$ cat src/rtl/pc_redirect_ctrl.sv
// Program-counter sequencer: sequential fetch, branch/mret redirect, interrupt entry and wrong-path flush.
// Optional event counters are compiled in with `define PC_REDIRECT_STATS_EN.
module pc_redirect_ctrl #(
   parameter logic [31:0] RESET_VECTOR = 32'h0000_0000,
   parameter int unsigned PC_STEP      = 4
) (
   input  logic        clk,
   input  logic        reset,
   input  logic        stall,
   input  logic        branch_taken,
   input  logic [31:0] branch_target,
   input  logic        mret,
   input  logic [31:0] mepc,
   input  logic        irq_req,
   input  logic [31:0] irq_vector,
   output logic [31:0] pc,
   output logic        flush,
   output logic        irq_ack,
   output logic        save_pc_en,
   output logic [31:0] save_pc
`ifdef PC_REDIRECT_STATS_EN
   ,
   output logic [31:0] stat_redirects,
   output logic [31:0] stat_irqs
`endif
);

   typedef enum logic [1:0] {
      RUN,
      FLUSH,
      VEC_WAIT,
      IRQ_ENTRY
   } state_t;

   localparam logic [31:0] STEP = 32'(PC_STEP);

   state_t      state;
   state_t      state_nxt;
   logic [31:0] pc_nxt;
   logic [31:0] save_pc_nxt;
   logic        irq_pending;
   logic        irq_seen;

   // A request arriving this cycle is visible immediately, so the interrupted pc is the current one.
   assign irq_seen = irq_pending | irq_req;

   always_comb begin
      state_nxt   = state;
      pc_nxt      = pc;
      save_pc_nxt = save_pc;
      flush       = 1'b0;
      irq_ack     = 1'b0;
      save_pc_en  = 1'b0;
      if (!stall) begin
         case (state)
            RUN: begin
               if (mret) begin
                  pc_nxt    = mepc;
                  state_nxt = FLUSH;
               end else if (branch_taken) begin
                  pc_nxt    = branch_target;
                  state_nxt = FLUSH;
               end else if (irq_seen) begin
                  save_pc_nxt = pc;
                  state_nxt   = VEC_WAIT;
               end else begin
                  pc_nxt = pc + STEP;
               end
            end
            FLUSH: begin
               // The redirect request in decode belongs to the killed instruction.
               flush     = 1'b1;
               pc_nxt    = pc + STEP;
               state_nxt = RUN;
            end
            VEC_WAIT: begin
               flush      = 1'b1;
               save_pc_en = 1'b1;
               pc_nxt     = irq_vector;
               state_nxt  = IRQ_ENTRY;
            end
            IRQ_ENTRY: begin
               flush     = 1'b1;
               irq_ack   = 1'b1;
               pc_nxt    = pc + STEP;
               state_nxt = RUN;
            end
            default: state_nxt = RUN;
         endcase
      end
      // Reset aborts whatever is in flight without acknowledging or saving.
      if (reset) begin
         flush      = 1'b0;
         irq_ack    = 1'b0;
         save_pc_en = 1'b0;
      end
   end

   always_ff @(posedge clk) begin
      if (reset) begin
         state       <= RUN;
         pc          <= RESET_VECTOR;
         save_pc     <= 32'h0;
         irq_pending <= 1'b0;
      end else begin
         state       <= state_nxt;
         pc          <= pc_nxt;
         save_pc     <= save_pc_nxt;
         irq_pending <= irq_ack ? 1'b0 : irq_seen;
      end
   end

`ifdef PC_REDIRECT_STATS_EN
   logic redirect_acc;

   assign redirect_acc = (state == RUN) && !stall && (mret || branch_taken);

   // Saturating counters: they stop at all-ones rather than wrapping.
   always_ff @(posedge clk) begin
      if (reset) begin
         stat_redirects <= 32'h0;
         stat_irqs      <= 32'h0;
      end else begin
         if (redirect_acc && (stat_redirects != 32'hFFFF_FFFF))
            stat_redirects <= stat_redirects + 32'h1;
         if (irq_ack && (stat_irqs != 32'hFFFF_FFFF))
            stat_irqs <= stat_irqs + 32'h1;
      end
   end
`endif

endmodule
$ cat config.mk
export PLATFORM = sky130hd
export DESIGN_NAME = pc_redirect_ctrl
export DESIGN_NICKNAME = d
export VERILOG_FILES = /design/src/rtl/pc_redirect_ctrl.sv
export SDC_FILE = /design/constraint.sdc
export NUM_CORES = 1
export LEC_CHECK = 0
export CAP_MARGIN = 10
export CORE_UTILIZATION = 45
export CTS_CLUSTER_DIAMETER = 120
export DETAILED_ROUTE_END_ITERATION = 6
export MAX_ROUTING_LAYER = met4
export PLACE_DENSITY = 0.85
export SLEW_MARGIN = 20
export SYNTH_ARGS = -nofsm -noshare
export SYNTH_HDL_FRONTEND = slang
export SYNTH_SLANG_ARGS = --single-unit
$ cat constraint.sdc
create_clock -name clk -period 2.8 [get_ports clk]
set_input_delay 0.56 -clock clk [delete_from_list [all_inputs] [get_ports clk]]
set_output_delay 0.56 -clock clk [all_outputs]
set_load 0.05 [all_outputs]
# Yosys cells after proc, flatten, opt, wreduce, memory -nomap -nowiden
# Cells that the tools add are included.
[totals] reg_bits=67 inputBits=102 elab_cells=38
[op_classes] addsub=1 eq_ne=5 muxes=17 bitwise_logic=4 reduce_logical=7
[op_table] operator="$mux W32" n=3
[op_table] operator="$pmux W32 S3" n=1
[op_table] operator="$add A32 B3 Y32 const B" n=1
[op_table] operator="$mux W1" n=9
[op_table] operator="$ne A4 B4 Y1 const B" n=2
[op_table] operator="$mux W2" n=3
[op_table] operator="$pmux W2 S3" n=1
[op_table] operator="$reduce_and A5 Y1" n=1
[op_table] operator="$eq A2 B2 Y1 const B" n=2
[op_table] operator="$reduce_and A2 Y1" n=2
[op_table] operator="$reduce_or A2 Y1" n=2
[op_table] operator="$not A1 Y1" n=3
[op_table] operator="$reduce_or A3 Y1" n=1
[op_table] operator="$eq A2 B1 Y1 const B" n=1
[op_table] operator="$logic_not A2 Y1" n=1
[op_table] operator="$or A1 B1 Y1" n=1

# Logic depth before layout (Yosys ltp)
[logic_depth] depth_word=5 depth_mapped=8

# Least setup slack after synthesis
# Ideal clock, no wire load.
[synth_path] path_type="input to output" from="input reset" to="output save_pc_en" t_arrival_ns=2.363 required_time_ns=2.240 slack_ns=-0.123 cell_stages=3 path_cell_list="buf_2 clkbuf_1 nor4_1"
[synth_between] elab_chain_len=1
[synth_lines] element="start, declared" line="8" rtl="input logic reset,"
[synth_lines] element="$mux W1" line="92" rtl="if (reset) begin"
[synth_lines] element="end, declared" line="19" rtl="output logic save_pc_en,"
# Every way passes these cells.

# Final worst setup path
[layout_path] from="input stall" to="output save_pc_en"
[layout_between] elab_chain_len=2
[layout_lines] element="start, declared" line="9" rtl="input logic stall,"
[layout_lines] element="$mux W1" line="54" rtl="if (!stall) begin"
[layout_lines] element="$mux W1" line="92"
# Every way passes these cells.

==> impl_metrics.toml <==
[floorplanning]
die_h_um = 93.8
pin_count = 169
rows = 33
fp.dieW_um = 93.8
start_util_pct = 46.4
dieArea_um2 = 8800
core_area_um2 = 8180

[setup_path]
crit_required_ns = 2.24
endpoint_kind = "output pin"
critPathSlowestCell = "clkdlybuf4s50_1"
cp_num_buf_inv = 2
crit_chain = "clkdlybuf4s50_1 -> nor4_2 -> buf_12"
crit_type = "primary input to output pin"
crit_path_max_fanout = 10
cp_top_family = "buffers and inverters"
max_stage_delay_ns = 0.61
critPathLaunchType = "primary input"
critPathArrivalTime_ns = 1.78

[grt]
grt_pass1_wl_um = 21500
grtUsageTotal_pct = 32.6
grt_pass1_vias = 4286
antenna_found_initial = 0
grt_max_degree = 45
grt_overflow = 0

[timing]
skew_ns = 0.0101
setup_viol = 0
rsz0062_at_grt = "false"
layout_min_cycle_time_ns = 2.34
setup_ws_ns = 0.459
setup_tns_ns = 0
worst_pin_slew_ns = 0.861
finalHoldViolCount = 0
slew_headroom_pct = 42.4
final_max_slew_viol_count = 0
post-route-period-util_pct = 83.6
max_freq_mhz = 427

[place]
pre_cts_slack_ns = 0.255
port_buffers = 168
placedCellCount = 748
gp_congestion = 0.964
dp_hpwl_um = 10200

[final_layout]
layout-drive-gt1-share_pct = 9.71
layoutNonFillerInstCount = 764
nNetsFinal = 757
syn2layout_area_growth_pct = 54.1
antenna_cells = 0
final_util_pct = 71.5

[run]
cap_violations = 0

[synth]
postSynthAreaPerCell_um2 = 7.65
yosysWarnings = 0
async_reset_ff_share_pct = 0
synth_seq_area_share_pct = 35.4
synth_nets = 599
synth.distinct_cells = 66
synth_area_leaders = "dfxtp_1 (35%), nand2_1 (8.9%), a21oi_1 (7.0%)"
synth-seq-cells = 67
yosysMostFrequentCell = "nand2_1"
synth_top_area_share_pct = 35.4
synth_edf_count = 0
synth_commonest_cells = "nand2_1 (90), dfxtp_1 (67), a21oi_1 (53)"
syn_area_um2 = 3790
synth.largest_area_cell = "dfxtp_1"
yosys_most_used_dff = "dfxtp_1"
syn_inst = 496

[cts]
clkLatencyLatePin_ns = 0.35
post_cts_resize_count = 0
cts_max_path_buffers = 2
path_clk_slew_ns = 0.06
clock_sinks = 67
htree_num_levels = 3
cts_buffers = 9
holdBufCountCts = 0
cts_tree = "yes"
root_buffer = "clkbuf_8"
postCtsSetupBuffers = 0

[worst_hold_path]
hold_path.class = "register to register"

[power_and_ir_drop]
powerDensity_nw_per_um2 = 459
power_leakage_uw = 0.00198
total_power_uw = 2680
peakVddDrop_mv = 0.279

[drt]
avgViaCountPerCell = 6.18
drc = 0
drtPass1Iterations = 5
wl_um = 13900
drt_iter0_drc = 495
vias = 4725
post_drt_wl_per_cell_um = 18.2
final_antenna_net_count = 0

[run_status]
status = "finished clean"
worst reg2reg max path, cell delays in order, from the launching register on:
cell,delay [ns]
dfxtp_1,0.51
ha_1,0.27
nand3_1,0.28
nor2_8,0.23
nand2_2,0.11
or4_1,0.54
a31oi_1,0.18
metal layers:
metal,vias to the layer above,routed length (um),GRT usage (%)
met4,0,356,11.2
met3,42,1190,6.23
met1,2236,5520,39.7
met2,260,6820,53.8
met5,-,0,-
li1,2187,-,-
stage by stage:
step,instance area (um^2),hold WS (ns)
2_1_floorplan,3800,0.498
3_3_place_gp,5630,0.442
3_5_place_dp,5630,0.447
4_1_cts,5840,0.457
5_1_grt,5840,0.479
6_report,5840,0.457
cells by family after synthesis:
logic type	after synthesis	share of synthesized area (%)
AOI/OAI and AO/OA	170	30.8
and+or+nand+nor	202	26.7
buffers and inverters	52	5.84
muxes	2	0.528
xor gates and xnor gates	2	0.462
DFF	67	35.4
adders and majority gates	1	0.330
report_power, final:
part	switching, uW	internal (uW)	leakage (uW)
clock	373	527	0.000111
sequential	72.3	996	0.000545
combinational	394	319	0.00132
flip-flops by register name (all words and copies together) (netlist names):
register	count
pc	32
save_pc	32
state	2
irq_pending	1
cell type report:
class                           count  area [um^2]
Inverter                            7         26.3
Clock buffer                       12          145
Timing Repair Buffer              192         1890
Sequential cell                    67         1340
Clock inverter                      4         73.8
Fill cell                         650         2330
Multi-Input combinational cell    377         2240
Tap cell                          105          131
cells in the final DEF, fill, tap and decap left out, drive strengths merged, types with 2 or more instances in the layout:
cell type      instances
clkdlybuf4s50        164
nand2                 92
dfxtp                 67
a21oi                 53
nor2                  34
o21ai                 31
buf                   28
nor3                  18
a221oi                15
a32o                  13
clkbuf                12
nand3                 11
nand4                 11
a31oi                 11
o32ai                  8
nor4                   8
inv                    6
a221o                  6
or3                    5
o211ai                 5
a22oi                  5
and4                   4
or4                    3
a22o                   3
a32oi                  3
and2                   3
nor2b                  3
clkinv                 3
a31o                   2
mux2i                  2
o221ai                 2
o41ai                  2
a41oi                  2
o31a                   2
and3                   2
xnor2                  2
a211oi                 2
bufinv                 2
or2                    2
path summary, 6_finish.rpt:
check              startpoint          end  slack [ns]  depth (start not counted)
hold reg to reg   save_pc[29]  save_pc[29]        0.46                          2
setup reg to reg        pc[3]       pc[28]        0.60                          6
hold / removal    save_pc[29]  save_pc[29]        0.46                          2
setup / recovery        stall   save_pc_en        0.46                          3
(Power assumes the default switching activity.)
